**src/rtl/audio_pkg.sv**
```systemverilog
// Shared audio types and I2S rate constants for the 32 MHz core clock domain.
package audio_pkg;

    typedef logic signed [15:0] sample_t;

    typedef struct packed {
        sample_t l;
        sample_t r;
    } stereo_t;

    localparam int I2S_FRAME_BITS  = 32;
    localparam int I2S_DIV_NUM_32M = 12;
    localparam int I2S_DIV_DEN_32M = 125;

    // Philips framing: word select flips one BCLK ahead of each channel MSB.
    function automatic logic philips_lrck(input logic [4:0] bit_cnt);
        return (bit_cnt >= 5'd15) && (bit_cnt <= 5'd30);
    endfunction

endpackage

```
**src/rtl/i2s_tx_sequencer_if.sv**
```systemverilog
// Sample-pair valid/ready stream from the audio source into the I2S sequencer.
interface i2s_tx_sequencer_if;
    import audio_pkg::*;

    logic    s_valid;
    logic    s_ready;
    sample_t s_left;
    sample_t s_right;

    modport master (output s_valid, output s_left, output s_right, input s_ready);
    modport slave  (input s_valid, input s_left, input s_right, output s_ready);

endinterface

```
**src/rtl/frac_tick_gen.sv**
```systemverilog
// Fractional rate generator: tick rate = clk32 * NUM / DEN with no long-term drift.
module frac_tick_gen #(
    parameter int NUM = 12,
    parameter int DEN = 125
) (
    input  logic clk32,
    input  logic reset_n,
    input  logic en,
    output logic tick
);

    // acc stays below DEN, so acc + NUM always fits in clog2(DEN + NUM) bits.
    localparam int ACC_W = $clog2(DEN + NUM);

    logic [ACC_W-1:0] acc_q;
    logic [ACC_W-1:0] acc_d;
    logic [ACC_W-1:0] sum;

    always_comb begin
        sum   = acc_q + ACC_W'(NUM);
        tick  = 1'b0;
        acc_d = '0;
        if (en) begin
            if (sum >= ACC_W'(DEN)) begin
                tick  = 1'b1;
                acc_d = sum - ACC_W'(DEN);
            end else begin
                acc_d = sum;
            end
        end
    end

    always_ff @(posedge clk32 or negedge reset_n) begin
        if (!reset_n) begin
            acc_q <= '0;
        end else begin
            acc_q <= acc_d;
        end
    end

endmodule

```
**src/rtl/i2s_tx_sequencer.sv**
```systemverilog
// I2S DAC transmitter: fractional BCLK, 32-bit stereo framing, one-entry sample
// holding buffer with sticky underrun flag.
module i2s_tx_sequencer
    import audio_pkg::*;
#(
    parameter int DIV_NUM    = I2S_DIV_NUM_32M,
    parameter int DIV_DEN    = I2S_DIV_DEN_32M,
    parameter bit PHILIPS    = 1'b1,
    parameter bit UNDER_HOLD = 1'b1
) (
    input  logic              clk32,
    input  logic              reset_n,
    input  logic              enable,
    input  logic              mute,
    input  logic              underrun_clr,
    i2s_tx_sequencer_if.slave src,
    output logic              i2s_bclk,
    output logic              i2s_lrck,
    output logic              i2s_din,
    output logic              frame_strobe,
    output logic              underrun
);

    logic tick;
    logic fall;
    logic load;
    logic accept;

    logic [4:0] bit_cnt_q;
    logic [4:0] bit_cnt_d;
    logic [4:0] bit_cnt_inc;

    logic bclk_q,      bclk_d;
    logic lrck_q,      lrck_d;
    logic strobe_q,    strobe_d;
    logic underrun_q,  underrun_d;
    logic hold_full_q, hold_full_d;

    logic [I2S_FRAME_BITS-1:0] shreg_q;
    logic [I2S_FRAME_BITS-1:0] shreg_d;
    logic [I2S_FRAME_BITS-1:0] load_word;

    stereo_t hold_q, hold_d;
    stereo_t last_q, last_d;

    frac_tick_gen #(
        .NUM (DIV_NUM),
        .DEN (DIV_DEN)
    ) u_tick (
        .clk32   (clk32),
        .reset_n (reset_n),
        .en      (enable),
        .tick    (tick)
    );

    assign fall        = tick & bclk_q;
    assign bit_cnt_inc = bit_cnt_q + 5'd1;
    assign load        = fall && (bit_cnt_q == 5'd31);
    assign accept      = src.s_valid && !hold_full_q;

    // An empty hold at load time is an underrun; last is replayed only when unmuted.
    always_comb begin
        if (hold_full_q) begin
            load_word = mute ? '0 : hold_q;
        end else if (UNDER_HOLD && !mute) begin
            load_word = last_q;
        end else begin
            load_word = '0;
        end
    end

    always_comb begin
        bclk_d      = bclk_q;
        lrck_d      = lrck_q;
        bit_cnt_d   = bit_cnt_q;
        shreg_d     = shreg_q;
        hold_d      = hold_q;
        last_d      = last_q;
        hold_full_d = hold_full_q;
        strobe_d    = load;
        underrun_d  = underrun_q;

        if (!enable) begin
            bclk_d    = 1'b0;
            lrck_d    = 1'b0;
            bit_cnt_d = 5'd31;
            shreg_d   = '0;
        end else if (tick) begin
            bclk_d = ~bclk_q;
            if (fall) begin
                bit_cnt_d = bit_cnt_inc;
                lrck_d    = PHILIPS ? philips_lrck(bit_cnt_inc) : bit_cnt_inc[4];
                shreg_d   = load ? load_word : (shreg_q << 1);
            end
        end

        if (load && hold_full_q) begin
            last_d      = hold_q;
            hold_full_d = 1'b0;
        end

        // s_ready is low while full, so an accept never collides with a consuming load.
        if (accept) begin
            hold_full_d = 1'b1;
            hold_d      = {src.s_left, src.s_right};
        end

        if (load && !hold_full_q) begin
            underrun_d = 1'b1;
        end else if (underrun_clr) begin
            underrun_d = 1'b0;
        end
    end

    always_ff @(posedge clk32 or negedge reset_n) begin
        if (!reset_n) begin
            bclk_q      <= 1'b0;
            lrck_q      <= 1'b0;
            bit_cnt_q   <= 5'd31;
            shreg_q     <= '0;
            hold_q      <= '0;
            last_q      <= '0;
            hold_full_q <= 1'b0;
            strobe_q    <= 1'b0;
            underrun_q  <= 1'b0;
        end else begin
            bclk_q      <= bclk_d;
            lrck_q      <= lrck_d;
            bit_cnt_q   <= bit_cnt_d;
            shreg_q     <= shreg_d;
            hold_q      <= hold_d;
            last_q      <= last_d;
            hold_full_q <= hold_full_d;
            strobe_q    <= strobe_d;
            underrun_q  <= underrun_d;
        end
    end

    assign src.s_ready  = !hold_full_q;
    assign i2s_bclk     = bclk_q;
    assign i2s_lrck     = lrck_q;
    assign i2s_din      = shreg_q[I2S_FRAME_BITS-1];
    assign frame_strobe = strobe_q;
    assign underrun     = underrun_q;

endmodule

```
**src/flat_wrapper.sv**
```systemverilog
// flat-port wrapper written by rule: the top's interface ports become plain ports
module i2s_tx_sequencer_flat import audio_pkg::*;
#(
    parameter int DIV_NUM    = I2S_DIV_NUM_32M,
    parameter int DIV_DEN    = I2S_DIV_DEN_32M,
    parameter bit PHILIPS    = 1'b1,
    parameter bit UNDER_HOLD = 1'b1
)
  (clk32, reset_n, enable, mute, underrun_clr, i2s_bclk, i2s_lrck, i2s_din, frame_strobe, underrun, src_s_valid, src_s_left, src_s_right, src_s_ready);
  i2s_tx_sequencer_if src_i ();
  input  logic clk32;
  input  logic reset_n;
  input  logic enable;
  input  logic mute;
  input  logic underrun_clr;
  output logic i2s_bclk;
  output logic i2s_lrck;
  output logic i2s_din;
  output logic frame_strobe;
  output logic underrun;
  input wire logic [$bits(src_i.s_valid)-1:0] src_s_valid;
  input wire logic [$bits(src_i.s_left)-1:0] src_s_left;
  input wire logic [$bits(src_i.s_right)-1:0] src_s_right;
  output wire logic [$bits(src_i.s_ready)-1:0] src_s_ready;
  assign src_i.s_valid = src_s_valid;
  assign src_i.s_left = src_s_left;
  assign src_i.s_right = src_s_right;
  assign src_s_ready = src_i.s_ready;
  i2s_tx_sequencer #(.DIV_NUM(DIV_NUM), .DIV_DEN(DIV_DEN), .PHILIPS(PHILIPS), .UNDER_HOLD(UNDER_HOLD)) u_core (.clk32(clk32), .reset_n(reset_n), .enable(enable), .mute(mute), .underrun_clr(underrun_clr), .src(src_i), .i2s_bclk(i2s_bclk), .i2s_lrck(i2s_lrck), .i2s_din(i2s_din), .frame_strobe(frame_strobe), .underrun(underrun));
endmodule
```
**config.mk**
```make
export PLATFORM = sky130hd
export DESIGN_NAME = i2s_tx_sequencer_flat
export DESIGN_NICKNAME = d
export VERILOG_FILES = /design/src/rtl/audio_pkg.sv /design/src/rtl/i2s_tx_sequencer_if.sv /design/src/rtl/frac_tick_gen.sv /design/src/rtl/i2s_tx_sequencer.sv /design/src/flat_wrapper.sv
export SDC_FILE = /design/constraint.sdc
export NUM_CORES = 1
export LEC_CHECK = 0
export CAP_MARGIN = 5
export CELL_PAD_IN_SITES_DETAIL_PLACEMENT = 0
export CELL_PAD_IN_SITES_GLOBAL_PLACEMENT = 1
export CORE_ASPECT_RATIO = 0.9
export CORE_UTILIZATION = 40
export DETAILED_ROUTE_END_ITERATION = 8
export GPL_ROUTABILITY_DRIVEN = 0
export GPL_TIMING_DRIVEN = 0
export PLACE_DENSITY_LB_ADDON = 0.1
export SLEW_MARGIN = 10
export SYNTH_ARGS = -nofsm -noshare
export SYNTH_HDL_FRONTEND = slang
export SYNTH_HIERARCHICAL = 1
export SYNTH_SLANG_ARGS = --single-unit
```
**constraint.sdc**
```tcl
create_clock -name clk32 -period 2.45 [get_ports clk32]
set_input_delay 0.245 -clock clk32 [delete_from_list [all_inputs] [get_ports clk32]]
set_output_delay 0.245 -clock clk32 [all_outputs]
set_load 0.005 [all_outputs]
```
# Word-level counts from Yosys, hierarchy flattened

Index checks and enable logic that the tools add are counted.

Input port bits: 38
Logic and storage cells: 55
Output and inout bits: 6
Bits in registers: 114

Muxes and demuxes: 23
Equality and inequality tests: 3
Bitwise gates (word level): 2
Order comparisons: 3
Reductions and logical operators: 9
Add/subtract/negate cells: 3

Operators by type and width:

| operator              | count |
|---|---|
| $mux W32              | 7 |
| $mux W8               | 2 |
| $mux W5               | 3 |
| $mux W1               | 11 |
| $add A8 B4 Y8 const B | 1 |
| $ge A8 B7 Y1 const B  | 1 |
| $sub A8 B7 Y8 const B | 1 |
| $add A5 B1 Y5 const B | 1 |
| $eq A5 B5 Y1 const B  | 1 |
| $ge A5 B4 Y1 const B  | 1 |
| $le A5 B5 Y1 const B  | 1 |
| $logic_and A1 B1 Y1   | 5 |
| $ne A2 B1 Y1 const B  | 2 |
| $reduce_bool A2 Y1    | 2 |
| $reduce_and A2 Y1     | 1 |
| $and A1 B1 Y1         | 1 |
| $logic_not A1 Y1      | 1 |
| $not A1 Y1            | 1 |

# Depth between registers and ports, before layout

Word-level depth: 10
Depth in mapped cells: 12
Mapped depth without buffers: 10

# Cells and area by module

The synthesis kept the hierarchy.

Modules (own cells, without submodules):

| module           | area an instance (µm²) | times used | seq. area each (µm²) | cells an instance |
|---|---|---|---|---|
| i2s_tx_sequencer | 4,996.0                | 1          | 2,658.8              | 372 |
| frac_tick_gen    | 676.9                  | 1          | 200.2                | 76 |

# Least setup slack after synthesis

No wires, ideal clock.

Path type: register to register
From: register u_core.u_tick.acc_q[2]
To: register u_core/last_q[10] (netlist bit)
Required time: 2.325 ns
Stages on the path, launching flop included: 11
Buffers on the path: 1
Path slack: 0.069 ns
Library setup time: 0.125 ns
Clock period less this slack: 2.381 ns
Data arrival time: 2.256 ns
Cell sequence: dfrtp_1 inv_1 ha_1 and2_2 o2111ai_2 a21oi_2 and2_1 and3_4 nand2_4 buf_6 mux2_4

Word-level cells in the longest chain between the ends: 7

Ends and longest elaborated chain:

| what                   | line                    | source |
|---|---|---|
| from (decl)            | frac_tick_gen.sv:15     | `logic [ACC_W-1:0] acc_q;` |
| from (signal assigned) | frac_tick_gen.sv:35     | `acc_q <= '0;` |
| from (signal assigned) | frac_tick_gen.sv:37     | `acc_q <= acc_d;` |
| $add A8 B4 Y8          | frac_tick_gen.sv:20     | `sum = acc_q + ACC_W'(NUM);` |
| $ge A8 B7 Y1           | frac_tick_gen.sv:24     | `if (sum >= ACC_W'(DEN)) begin` |
| $mux W1                | frac_tick_gen.sv:24     |  |
| $mux W1                | frac_tick_gen.sv:23     | `if (en) begin` |
| via u_core.tick        | i2s_tx_sequencer.sv:24  | `logic tick;` |
| $and A1 B1 Y1          | i2s_tx_sequencer.sv:56  | `assign fall = tick & bclk_q;` |
| $logic_and A1 B1 Y1    | i2s_tx_sequencer.sv:58  | `assign load = fall && (bit_cnt_q == 5'd31);` |
| via u_core.load        | i2s_tx_sequencer.sv:26  | `logic load;` |
| $logic_and A1 B1 Y1    | i2s_tx_sequencer.sv:97  | `if (load && hold_full_q) begin` |
| to (signal assigned)   | i2s_tx_sequencer.sv:132 | `last_q <= last_d;` |
| to (decl)              | i2s_tx_sequencer.sv:44  | `stereo_t last_q, last_d;` |

The timed path passes the listed nets, and every way through them passes these cells.
A chain may end at the register's enable or synchronous reset.

# Worst setup path after layout

From: register u_core.u_tick.acc_q[2]
To: register u_core/last_q[7] (netlist bit)

Same word-level chain as after synthesis.

==> results <==
- The most critical setup path has its startpoint at u_core/u_tick/acc_q[2].
- The worst stage delay on the critical path is roughly 0.45 ns.
- The number of primary I/O pins is 44.
- The number of nets in the synthesized netlist is 493.
- The startpoint of the worst-slack reg-to-reg timing path is u_core/u_tick/acc_q[2].
- At the pin with the least slew margin, the transition time is approximately 0.54 ns.
- The mean instance size in the synthesized netlist is 12.7 sq um.
- The final instance area is roughly 7000 sq um.
- The placeable core region is 13600 sq um.
- The count of pins over their slew limit is 0.
- The number of filler instances in the final layout is 1197.
- The remaining antenna violation count is 0.
- In this run the power density over the cells is 654 nW/um^2.
- The number of failing hold endpoints at the final stage is 0.
- The final worst setup slack is 0.0985 ns.
- The number of synthesized flops with an enable pin is 0.
- The die outline width is 128 microns.
- The sequential cells in the finished layout cover a total of 2860 sq um.
- The number of warnings reported in the yosys synthesis log is 6.
- The sum of routed wire length over all layers is 11.3 mm.
- Clock tree synthesis selected as its root buffer the cell sky130_fd_sc_hd__clkbuf_16.
- Across the run, the number of max-cap violations was 0.
- The worst path required time is approximately 2.7 ns.
- The starting density of the core is approximately two fifths.
- The port buffer count is 43.
- The maximum operating frequency is approximately 430 MHz.
- The capture point of the worst path is u_core/last_q[7].
- Walking the worst path, the cells encountered are inv_2 -> ha_4 -> and2_2 -> o2111ai_2 -> a21oi_4 -> and2_4 -> and3_4 -> nand2_4 -> buf_6 -> mux2_4.
- The first TritonRoute pass finished after 4 iterations.
- After detailed routing, the number of remaining DRC violations is 0.
- The kind of critical path is reg -> reg.
- Dividing the detail-routed via count by the number of cells gives 5.16.
- The total area of multi-input combinational cells is 2470 sq um.
- Timing analysis after detailed placement gives a worst setup slack of -0.352 ns.
- For this design the static power due to leakage is 0.00372 uW.
- The async set-or-reset flop fraction in the synthesized netlist is 100%.
- Clock skew on the completed layout was measured at ~0.0080 ns.
- The final net count is 559.
- The final cycle utilization of the critical path is 96.0%.
- The combined area of all synthesized cells is 5670 sq um.
- The number of antenna diodes in the final layout is 0.
- The reg-to-reg endpoint is u_core/last_q[7].
- The critical-path cell with the highest stage delay is sky130_fd_sc_hd__dfrtp_2.
- The initialized floorplan defines 40 standard-cell rows.
- The nature of the critical path startpoint is a register.
- In the final layout, the share of cells above drive strength 1 is about a fifth.
- CTS built an H-tree with a depth of 4.
- The placed cell count is 681.
- In this run, synthesis produced a sequential element count of 114.
- The tightest hold path in the finished design has a slack of 0.373 ns.
- Setup repair after global routing left no endpoint under its margin.
- The overall global routing resource usage is 17.2%.
- The clock tree from TritonCTS is yes.
- Detailed placement ended at an HPWL of 7.48 mm.
- The die covers 14700 sq um.
- The initial antenna violation count came to 0.
- For the finished layout, the period the worst path requires is roughly 2.4 ns.
- The most common library cell in the layout ignoring fill and taps is sky130_fd_sc_hd__dfrtp_1.
- Counting along the longest clock path gives a buffer depth of 2.
- The via count of the first global-routing pass is 3780.
- The final non-filler cell total is 714.
- Setup slack on the worst reg-to-reg path comes out at 0.1 ns.
- Among all flip-flop cells after synthesis, the most frequent one is sky130_fd_sc_hd__dfrtp_1.
- After detailed routing, the average wire length per cell comes to ~16 microns.
- The layout-stage area growth over the synthesis result is 23.1%.
- The sequential fraction of the synthesis area is 50.4%.
- The overflow left after global routing is 0.
- The class of the tightest hold or removal check is in -> async.
- Buffers inserted during clock tree synthesis total 17.
- The worst register-to-register path has a depth of 10.
- The cell count after synthesis came out at 448.
- The maximum vdd ir drop is 446 uV.
- The register clock-pin slew on the reported worst setup and hold paths is 0.05 ns.
- At the worst endpoint, the arrival time is roughly 2.6 ns.
- The endpoint type of the worst setup path is a register.
- The largest fanout on the critical path is 10.
- The placed standard-cell area is 6370 sq um.
- The run finished with clean final reports.
- The routed layout has between 3000 and 4000 vias.
- After the first detailed-routing iteration, the DRC count stood at 218.
- Synthesis instantiated 57 different standard cells from the library.
- The later-pin clock latency in the skew report is 0.41 ns.
- The worst pin sits at a relative slew slack of between 60 and 70%.
- Entering global routing, the biggest net connects 60 pins.
- The post-route setup TNS is 0 ns.
- The die is roughly 110 microns tall.
- For this design, the sink count on the clock tree is 114.
- The top cell types in the final layout, fill and taps aside, are 108 x sky130_fd_sc_hd__dfrtp_1, 42 x sky130_fd_sc_hd__clkdlybuf4s50_1, 41 x sky130_fd_sc_hd__inv_1.
- The wire length of the first global-routing pass is 19.3 mm.
- Setup violations remaining at the end of the flow were counted as 0.
## synthesized netlist by cell type, types with 2 or more instances
master / n / area share [%]
sky130_fd_sc_hd__nor3_1: 2 / 0.18
sky130_fd_sc_hd__nor2b_1: 2 / 0.22
sky130_fd_sc_hd__o211a_1: 31 / 5.5
sky130_fd_sc_hd__mux2i_1: 32 / 5.6
sky130_fd_sc_hd__clkbuf_1: 11 / 0.73
sky130_fd_sc_hd__o221ai_1: 31 / 4.8
sky130_fd_sc_hd__buf_4: 8 / 1.1
sky130_fd_sc_hd__o21bai_1: 2 / 0.26
sky130_fd_sc_hd__buf_6: 6 / 1.2
sky130_fd_sc_hd__nor2_1: 8 / 0.53
sky130_fd_sc_hd__mux2_1: 35 / 6.9
sky130_fd_sc_hd__ha_1: 7 / 1.5
sky130_fd_sc_hd__nand3b_1: 2 / 0.26
sky130_fd_sc_hd__xor2_1: 6 / 0.93
sky130_fd_sc_hd__o31ai_1: 2 / 0.26
sky130_fd_sc_hd__dfstp_2: 5 / 2.3
sky130_fd_sc_hd__o21a_1: 2 / 0.26
sky130_fd_sc_hd__inv_1: 42 / 2.8
sky130_fd_sc_hd__nand3_1: 6 / 0.53
sky130_fd_sc_hd__dfrtp_1: 109 / 48
sky130_fd_sc_hd__mux2_4: 29 / 7.7
sky130_fd_sc_hd__xnor2_1: 6 / 0.93
sky130_fd_sc_hd__and2_1: 3 / 0.33
sky130_fd_sc_hd__a211o_1: 2 / 0.31
sky130_fd_sc_hd__buf_2: 8 / 0.71
sky130_fd_sc_hd__o21ai_0: 3 / 0.26
sky130_fd_sc_hd__a21oi_1: 2 / 0.18
sky130_fd_sc_hd__nand2_1: 15 / 0.99
sky130_fd_sc_hd__nand4_1: 3 / 0.33
## power breakdown
part | internal [uW] | leakage (uW) | switching, uW
clock network | 1420 | 0.000260 | 799
registers | 1960 | 0.00151 | 53.2
logic | 165 | 0.00195 | 162
## cell type report
class,count,area share [%]
repair buffers,48,7.04
clock buffers,24,6.76
multi-input cells,258,35.4
inverters,43,2.31
clock inverters,6,0.824
well taps,189,3.39
plain buffers,32,3.31
flip-flops and latches,114,41.0
## per-layer routing
| metal | up-vias | wire, microns | global-route usage, % |
|---|---|---|---|
| li1 | 1761 | - | - |
| met1 | 1859 | 5770 | 23.5 |
| met2 | 54 | 5060 | 26.1 |
| met3 | 7 | 400 | 5.26 |
| met4 | 0 | 101 | 5.71 |
| met5 | - | 0 | 0 |
## critical path, delay by kind of cell, from the launching register on
kind	cells	cell delay [ns]
flip-flops	1	0.45
multiplexers	1	0.30
AO/OA/AOI/OAI	2	0.35
buffers and inverters	2	0.28
adder cells (fa/ha/maj)	1	0.16
AND/OR/NAND/NOR	4	0.68
## cell families (layout without fill, tap and decap cells)
logic type	Yosys count	after routing	share of synthesized area, %
AO/OA/AOI/OAI	88	88	13.9
XOR/XNOR	12	12	1.85
adder cells (fa/ha/maj)	7	7	1.54
buffers and inverters	76	153	6.53
flip-flops	114	114	50.4
multiplexers	97	97	20.5
AND/OR/NAND/NOR	54	54	5.36
## registers in the layout (all words and copies together), names as in the netlist, 5 cells and up
| name | count |
|---|---|
| u_core/hold_q | 32 |
| u_core/last_q | 32 |
| u_core/shreg_q | 32 |
| u_core/u_tick/acc_q | 8 |
| u_core/bit_cnt_q | 5 |
## stage by stage
| stage | util (%) | power (uW) |
|---|---|---|
| 6_report | 51.3 | 4560 |
| 5_1_grt | 51.3 | 4770 |
| 4_1_cts | 51.0 | 4620 |
| 3_5_place_dp | 46.8 | 2370 |
| 3_3_place_gp | 46.6 | 2350 |
| 2_1_floorplan | - | 2200 |
## what timing repair did
item | 4_1_cts | 5_1_grt
resized for setup | 12 | 9
endpoints found under the setup margin | 70 | 63
buffers inserted | 1 | 2
hold buffers | 1 | 0
gates cloned | 0 | 0
endpoints found under the hold margin | 55 | 0
pin swaps | 1 | 1
## worst min path at each step
stage | endpoint | slack, ns
floorplan | u_core/frame_strobe | -0.05
global placement | u_core/last_q[31] | 0.47
detailed placement | u_core/u_tick/acc_q[7] | 0.25
CTS | u_core/u_tick/acc_q[7] | 0.39
global route | u_core/u_tick/acc_q[7] | 0.42
finish | u_core/u_tick/acc_q[7] | 0.37
No activity file was read; power rests on OpenSTA's default activity.
